$ cat config.mk
export PLATFORM = sky130hd
export DESIGN_NAME = cp0
export DESIGN_NICKNAME = d
export VERILOG_FILES = /design/src/rtl/cp0_pkg.sv /design/src/rtl/cp0.sv
export SDC_FILE = /design/constraint.sdc
export NUM_CORES = 1
export LEC_CHECK = 0
export BUFFER_PORTS_ARGS = -buffer_cell sky130_fd_sc_hd__buf_4
export CAP_MARGIN = 20
export CORE_UTILIZATION = 32
export DETAILED_ROUTE_END_ITERATION = 8
export GPL_TIMING_DRIVEN = 0
export PLACE_DENSITY = 0.62
export REMOVE_ABC_BUFFERS = 1
export SLEW_MARGIN = 25
export SYNTH_ARGS = -nofsm -noshare
export SYNTH_HDL_FRONTEND = slang
export SYNTH_SLANG_ARGS = --single-unit
$ cat constraint.sdc
create_clock -name clk -period 2.5 [get_ports clk]
set_input_delay 0.625 -clock clk [delete_from_list [all_inputs] [get_ports clk]]
set_output_delay 0.625 -clock clk [all_outputs]
set_load 0.01 [all_outputs]
$ cat src/rtl/cp0_pkg.sv
// cp0_defs: shared definitions for the system-control coprocessor.
//   - CP0 register numbers (SR, Cause, EPC, PRId)
//   - bit positions of the architected fields inside SR and Cause
//   - exception codes written into Cause.ExcCode
package cp0_defs;

   // Register numbers as seen by mfc0/mtc0
   localparam logic [4:0] REG_SR    = 5'd12;
   localparam logic [4:0] REG_CAUSE = 5'd13;
   localparam logic [4:0] REG_EPC   = 5'd14;
   localparam logic [4:0] REG_PRID  = 5'd15;

   // SR fields
   localparam int SR_IM_HI = 15;
   localparam int SR_IM_LO = 10;
   localparam int SR_EXL   = 1;
   localparam int SR_IE    = 0;

   // Cause fields
   localparam int CAUSE_BD    = 31;
   localparam int CAUSE_IP_HI = 15;
   localparam int CAUSE_IP_LO = 10;
   localparam int CAUSE_EC_HI = 6;
   localparam int CAUSE_EC_LO = 2;

   // Exception codes
   localparam logic [4:0] EXC_INT     = 5'd0;
   localparam logic [4:0] EXC_ADEL    = 5'd4;
   localparam logic [4:0] EXC_ADES    = 5'd5;
   localparam logic [4:0] EXC_SYSCALL = 5'd8;
   localparam logic [4:0] EXC_RI      = 5'd10;
   localparam logic [4:0] EXC_OV      = 5'd12;

endpackage

$ cat src/rtl/cp0.sv
// cp0: system-control coprocessor for the pipelined MIPS core.
// Holds SR, Cause, EPC and PRId, decides on exceptions/interrupts every
// cycle and drives the Req/EPCOut pair used by the fetch-address register.
//
// Ports:
//   clk        rising-edge clock
//   reset      synchronous, active-low
//   A1         mfc0 read register number      -> Dout (combinational)
//   A2/Din/en  mtc0 write register / data / enable
//   VPC        PC of the instruction in the memory stage
//   BDIn       that instruction sits in a branch delay slot
//   ExcCodeIn  its exception code, 0 = none
//   HWInt      level-sensitive hardware interrupt lines
//   EXLClr     eret committing in the memory stage
//   Dout       read data for A1 (pre-edge register values, no bypass)
//   EPCOut     current EPC register
//   Req        exception/interrupt request, same cycle as its cause
//
// There is no handshake: Req is a single-cycle-valid level that fetch and
// the flush logic consume in the cycle it is asserted; the matching state
// update lands at the following clock edge.
module cp0
   import cp0_defs::*;
#(
   parameter logic [31:0] PRID = 32'h2023_0B03
) (
   input  logic        clk,
   input  logic        reset,
   input  logic [4:0]  A1,
   input  logic [4:0]  A2,
   input  logic [31:0] Din,
   input  logic        en,
   input  logic [31:0] VPC,
   input  logic        BDIn,
   input  logic [4:0]  ExcCodeIn,
   input  logic [5:0]  HWInt,
   input  logic        EXLClr,
   output logic [31:0] Dout,
   output logic [31:0] EPCOut,
   output logic        Req
);

   // Architected state
   logic [5:0]  im;
   logic        exl;
   logic        ie;
   logic        bd;
   logic [5:0]  ip;
   logic [4:0]  exc_code;
   logic [31:0] epc;

   logic        int_req;
   logic        exc_req;
   logic        any_req;
   logic [31:0] victim_pc;

   // While EXL is set nothing new is taken, which is what blocks nesting.
   assign int_req = (|(HWInt & im)) & ie & ~exl;
   assign exc_req = (ExcCodeIn != 5'd0) & ~exl;
   assign any_req = int_req | exc_req;
   assign Req     = any_req & reset;

   // Delay-slot victims restart at the branch; the subtraction wraps.
   assign victim_pc = BDIn ? (VPC - 32'd4) : VPC;

   always_ff @(posedge clk) begin
      if (!reset) begin
         im       <= 6'd0;
         exl      <= 1'b0;
         ie       <= 1'b0;
         bd       <= 1'b0;
         ip       <= 6'd0;
         exc_code <= 5'd0;
         epc      <= 32'd0;
      end else begin
         ip <= HWInt;
         if (any_req) begin
            // Exception entry wins over both mtc0 and eret.
            exl      <= 1'b1;
            bd       <= BDIn;
            exc_code <= int_req ? EXC_INT : ExcCodeIn;
            epc      <= {victim_pc[31:2], 2'b00};
         end else begin
            if (en && (A2 == REG_SR)) begin
               im  <= Din[SR_IM_HI:SR_IM_LO];
               exl <= Din[SR_EXL];
               ie  <= Din[SR_IE];
            end
            if (en && (A2 == REG_EPC)) begin
               epc <= Din;
            end
            // Placed after the mtc0 so eret's clear overrides a written EXL.
            if (EXLClr) begin
               exl <= 1'b0;
            end
         end
      end
   end

   logic [31:0] sr_val;
   logic [31:0] cause_val;

   always_comb begin
      sr_val                      = 32'd0;
      sr_val[SR_IM_HI:SR_IM_LO]   = im;
      sr_val[SR_EXL]              = exl;
      sr_val[SR_IE]               = ie;
   end

   always_comb begin
      cause_val                           = 32'd0;
      cause_val[CAUSE_BD]                 = bd;
      cause_val[CAUSE_IP_HI:CAUSE_IP_LO]  = ip;
      cause_val[CAUSE_EC_HI:CAUSE_EC_LO]  = exc_code;
   end

   always_comb begin
      Dout = 32'd0;
      case (A1)
         REG_SR:    Dout = sr_val;
         REG_CAUSE: Dout = cause_val;
         REG_EPC:   Dout = epc;
         REG_PRID:  Dout = PRID;
         default:   Dout = 32'd0;
      endcase
   end

   assign EPCOut = epc;

endmodule

==> metrics.txt <==
# TYPE chip_impl_metric gauge
chip_impl_metric{name="async_flop_share",unit=""} 0
chip_impl_metric{name="m1WireLength",unit="mm"} 6.10
chip_impl_metric{name="hold_violations",unit=""} 0
chip_impl_metric{name="fin_crit_sh",unit=""} 1.00
chip_impl_metric{name="die-height",unit="um"} 106
chip_impl_metric{name="hold-path-cell-count",unit=""} 2
chip_impl_info{name="critical_path_class",value="primary input to primary output"} 1
chip_impl_metric{name="power.density_cell_area",unit="nW/um^2"} 404
chip_impl_info{name="worstPathCellList",value="buf_4 -> and4b_2 -> and2_1 -> a22o_1 -> buf_4"} 1
chip_impl_metric{name="pre_cts_setup_slack",unit="ns"} -0.864
chip_impl_info{name="yosys_most_used_dff",value="dfxtp_1"} 1
chip_impl_metric{name="grt.overflow.total",unit=""} 0
chip_impl_metric{name="finalSetupViolations",unit=""} 1
chip_impl_metric{name="dp.final_hpwl",unit="mm"} 9.50
chip_impl_metric{name="placement.cell_area",unit="um^2"} 4730
chip_impl_metric{name="worst_slew_margin_rel",unit=""} 0.356
chip_impl_metric{name="violation_count_after_the_first_detailed_routing_iteration",unit=""} 278
chip_impl_metric{name="initial_core_util",unit=""} 0.334
chip_impl_metric{name="route.detailed.wl_per_inst",unit="um"} 20.4
chip_impl_metric{name="drt_pass1_iterations",unit=""} 4
chip_impl_metric{name="post-route-drc-count",unit=""} 0
chip_impl_metric{name="synthesis.area_per_instance",unit="um^2"} 8.21
chip_impl_info{name="crit_path_frequent_cell",value="buf_4"} 1
chip_impl_metric{name="post-layout-total-power",unit="mW"} 2.03
chip_impl_metric{name="dieArea",unit="um^2"} 11300
chip_impl_metric{name="ctsHtreeMaxLevel",unit=""} 2
chip_impl_metric{name="post_synth_inst_count",unit=""} 424
chip_impl_info{name="hold_end",value="exc_code[3]"} 1
chip_impl_metric{name="nNetsFinal",unit=""} 647
chip_impl_metric{name="critical_path.max_stage_delay",unit="ns"} 0.44
chip_impl_metric{name="met3RoutedLength",unit="um"} 805
chip_impl_info{name="r2r-start",value="im[1]"} 1
chip_impl_metric{name="synth.cell_area",unit="um^2"} 3480
chip_impl_metric{name="worst_ep_arrival_time",unit="ns"} 1.88
chip_impl_metric{name="final_antenna_net_count",unit=""} 0
chip_impl_info{name="topRoutingLayerUsed",value="met4"} 1
chip_impl_metric{name="design_area",unit="um^2"} 5020
chip_impl_metric{name="placeable_area",unit="um^2"} 10400
chip_impl_metric{name="period_needed",unit="ns"} 2.51
chip_impl_metric{name="via_count",unit=""} 4146
chip_impl_metric{name="ys_types",unit=""} 56
chip_impl_metric{name="number_of_global_route_vias_before_repair",unit=""} 3850
chip_impl_metric{name="reg2reg_depth",unit=""} 5
chip_impl_info{name="violations",value="negative setup slack"} 1
chip_impl_metric{name="grt_antenna_before_repair",unit=""} 0
chip_impl_metric{name="largest_net_degree_at_the_start_of_global_routing",unit=""} 38
chip_impl_metric{name="cts-hold-fix-buffers",unit=""} 0
chip_impl_metric{name="globalplace.congestion",unit=""} 0.818
chip_impl_metric{name="finalMaxSlewViolations",unit=""} 0
chip_impl_metric{name="fraction_of_the_yosys_area_taken_by_sequential_cells",unit=""} 0.299
chip_impl_metric{name="fin_skew",unit="ns"} 0.0117
chip_impl_metric{name="max_cap_viol",unit=""} 0
chip_impl_metric{name="dr_wl_met2",unit="mm"} 6.87
chip_impl_info{name="rsz0062_at_grt",value="yes"} 1
chip_impl_metric{name="max_freq",unit="MHz"} 399
chip_impl_metric{name="worst_skew_pair.late_latency",unit="ns"} 0.31
chip_impl_metric{name="yosys_register_bits",unit=""} 52
chip_impl_metric{name="io_pins",unit=""} 155
chip_impl_info{name="clk_root_buffer_cell",value="clkbuf_8"} 1
chip_impl_metric{name="cts_buffer_depth",unit=""} 2
chip_impl_info{name="hold_path.class",value="flip-flop to flip-flop"} 1
chip_impl_metric{name="row_count",unit=""} 37
chip_impl_info{name="regToRegEndpoint",value="EPCOut[18]"} 1
chip_impl_info{name="cp-end-kind",value="primary output"} 1
chip_impl_metric{name="number_of_enable_type_register_cells_in_the_synthesized_netlist",unit=""} 0
chip_impl_metric{name="regToRegSetupSlack",unit="ns"} 0.36
chip_impl_metric{name="worst_ir_drop_vdd",unit="mV"} 0.208
chip_impl_metric{name="power.static_leakage",unit="nW"} 2.03
chip_impl_metric{name="worst-endpoint-required",unit="ns"} 1.88
chip_impl_metric{name="area.growth.synth_to_final",unit="%"} 44.1
chip_impl_metric{name="timing.final.ws_setup",unit="ns"} -0.00649
chip_impl_metric{name="antenna_cells_inserted",unit=""} 0
chip_impl_metric{name="synth_warnings",unit=""} 0
chip_impl_metric{name="tightestPinTransition",unit="ns"} 0.963
chip_impl_info{name="cts_tree",value="yes"} 1
chip_impl_metric{name="cts.clk_slew.worst_paths",unit="ns"} 0.11
chip_impl_metric{name="numClockSinks",unit=""} 52
chip_impl_metric{name="die_width",unit="um"} 106
chip_impl_metric{name="port-buffer-count",unit=""} 152
chip_impl_metric{name="timing.critical_path.fanout_max",unit=""} 11
chip_impl_info{name="hp-start",value="exc_code[3]"} 1
chip_impl_metric{name="route.final.wire_length",unit="mm"} 14.1
chip_impl_info{name="outcome",value="complete, but fails checks"} 1
chip_impl_metric{name="final_layout_size_suffix_gt1_frac",unit=""} 0.361
chip_impl_metric{name="hold_slack",unit="ns"} 0.477
chip_impl_metric{name="cts-buffers-inserted",unit=""} 5
chip_impl_metric{name="gr_util_all_layers",unit=""} 0.241
chip_impl_info{name="timing.critical_path.slowest_stage_cell",value="and4b_2"} 1
chip_impl_info{name="critical_path_launch_point_type",value="primary input"} 1
chip_impl_metric{name="via_per_instance_ratio",unit=""} 5.98
chip_impl_metric{name="grt_first_pass_wirelength",unit="mm"} 21.3
chip_impl_metric{name="fin_util",unit=""} 0.482
==> flip-flops by register name (all words and copies together), names as in the netlist <==
signal    flops
im            6
ip            6
EPCOut       32
ie            1
bd            1
exl           1
exc_code      5
==> critical path, delay by kind of cell <==
kind / cells / cell delay, ns
buffers and inverters: 2 / 0.24
AOI/OAI and AO/OA: 1 / 0.20
and+or+nand+nor: 2 / 0.80
==> cell families after synthesis <==
kind of cell	after synthesis	share of synthesized area
AOI/OAI and AO/OA	149	0.318
and+or+nand+nor	141	0.246
DFF	52	0.299
xor gates and xnor gates	6	0.0151
muxes	20	0.0582
adders and majority gates	1	0.00359
buffers and inverters	55	0.0604
==> repair_timing <==
item | CTS | global route
endpoints found under the setup margin | 64 | 12
setup buffers | 12 | 2
cloned | 2 | 1
resized for setup | 8 | 6
pin swaps | 6 | 1
==> cell type report <==
cell class | count | area, um^2
Clock buffer | 5 | 68.8
Clock inverter | 3 | 26.3
Fill cell | 1027 | 5400
Inverter | 7 | 26.3
Multi-Input combinational cell | 320 | 2320
Sequential cell | 52 | 1040
Tap cell | 136 | 170
Timing Repair Buffer | 170 | 1360
==> cells in the mapped netlist (all sizes together) (3+ instances only) <==
cell / number / area share
a31oi: 15 / 0.027
or4: 10 / 0.023
nor2: 4 / 0.0043
nand4: 23 / 0.041
xor2: 4 / 0.010
mux2i: 18 / 0.052
a311oi: 10 / 0.025
and2: 10 / 0.018
a211oi: 11 / 0.024
o21ai: 18 / 0.026
nand2: 25 / 0.027
nand3: 11 / 0.016
nor4: 10 / 0.022
dfxtp: 52 / 0.30
a21o: 6 / 0.013
a22o: 6 / 0.015
or3: 17 / 0.031
a22oi: 9 / 0.019
a2111oi: 4 / 0.010
buf: 4 / 0.0054
or4b: 3 / 0.0097
clkbuf: 44 / 0.047
nor3: 8 / 0.013
a21oi: 14 / 0.020
inv: 6 / 0.0065
o31a: 9 / 0.023
and3: 12 / 0.022
o31ai: 21 / 0.045
a41o: 15 / 0.043
==> layer usage <==
metal,track usage,vias to the layer above
li1,-,1966
met1,0.325,1993
met2,0.391,161
met3,0.0276,26
met4,0.0933,0
met5,0,-
==> metrics by stage <==
step,std cells,setup TNS (ns)
2_1_floorplan,376,-62.22
3_3_place_gp,664,-184.44
3_5_place_dp,668,-35.70
4_1_cts,690,0
5_1_grt,693,-0.0762
6_report,693,-0.00649
==> placed cells by master (no fill, tap or decap), drive strengths merged, types with 3 or more instances in the layout <==
| cell type | instances |
|---|---|
| a2111oi | 4 |
| a211oi | 11 |
| a21o | 6 |
| a21oi | 14 |
| a22o | 6 |
| a22oi | 9 |
| a311oi | 10 |
| a31oi | 15 |
| a41o | 15 |
| and2 | 11 |
| and3 | 12 |
| buf | 170 |
| clkbuf | 5 |
| dfxtp | 52 |
| inv | 8 |
| mux2i | 18 |
| nand2 | 25 |
| nand3 | 11 |
| nand4 | 23 |
| nor2 | 4 |
| nor3 | 8 |
| nor4 | 10 |
| o21ai | 18 |
| o31a | 9 |
| o31ai | 21 |
| or3 | 17 |
| or4 | 10 |
| or4b | 3 |
| xor2 | 4 |
==> power breakdown <==
| part | total, mW | switching, mW | internal [mW] |
|---|---|---|---|
| Sequential | 0.938 | 0.0494 | 0.889 |
| Clock | 0.530 | 0.323 | 0.207 |
| Combinational | 0.561 | 0.283 | 0.277 |
==> how the worst max path moves through the flow <==
stage                     slack, ns  depth (start not counted)         start         to
after global placement        -3.37                          5  ExcCodeIn[0]  EPCOut[5]
after floorplan               -1.44                          4  ExcCodeIn[0]  EPCOut[4]
after CTS                     0.006                          7         A1[4]   Dout[10]
after global routing          -0.03                          8         A1[4]   Dout[11]
final                        -0.006                          5         A1[4]    Dout[4]
after detailed placement      -0.86                          6         A2[4]  EPCOut[5]
Note: power is estimated with default switching activity, not from simulation.
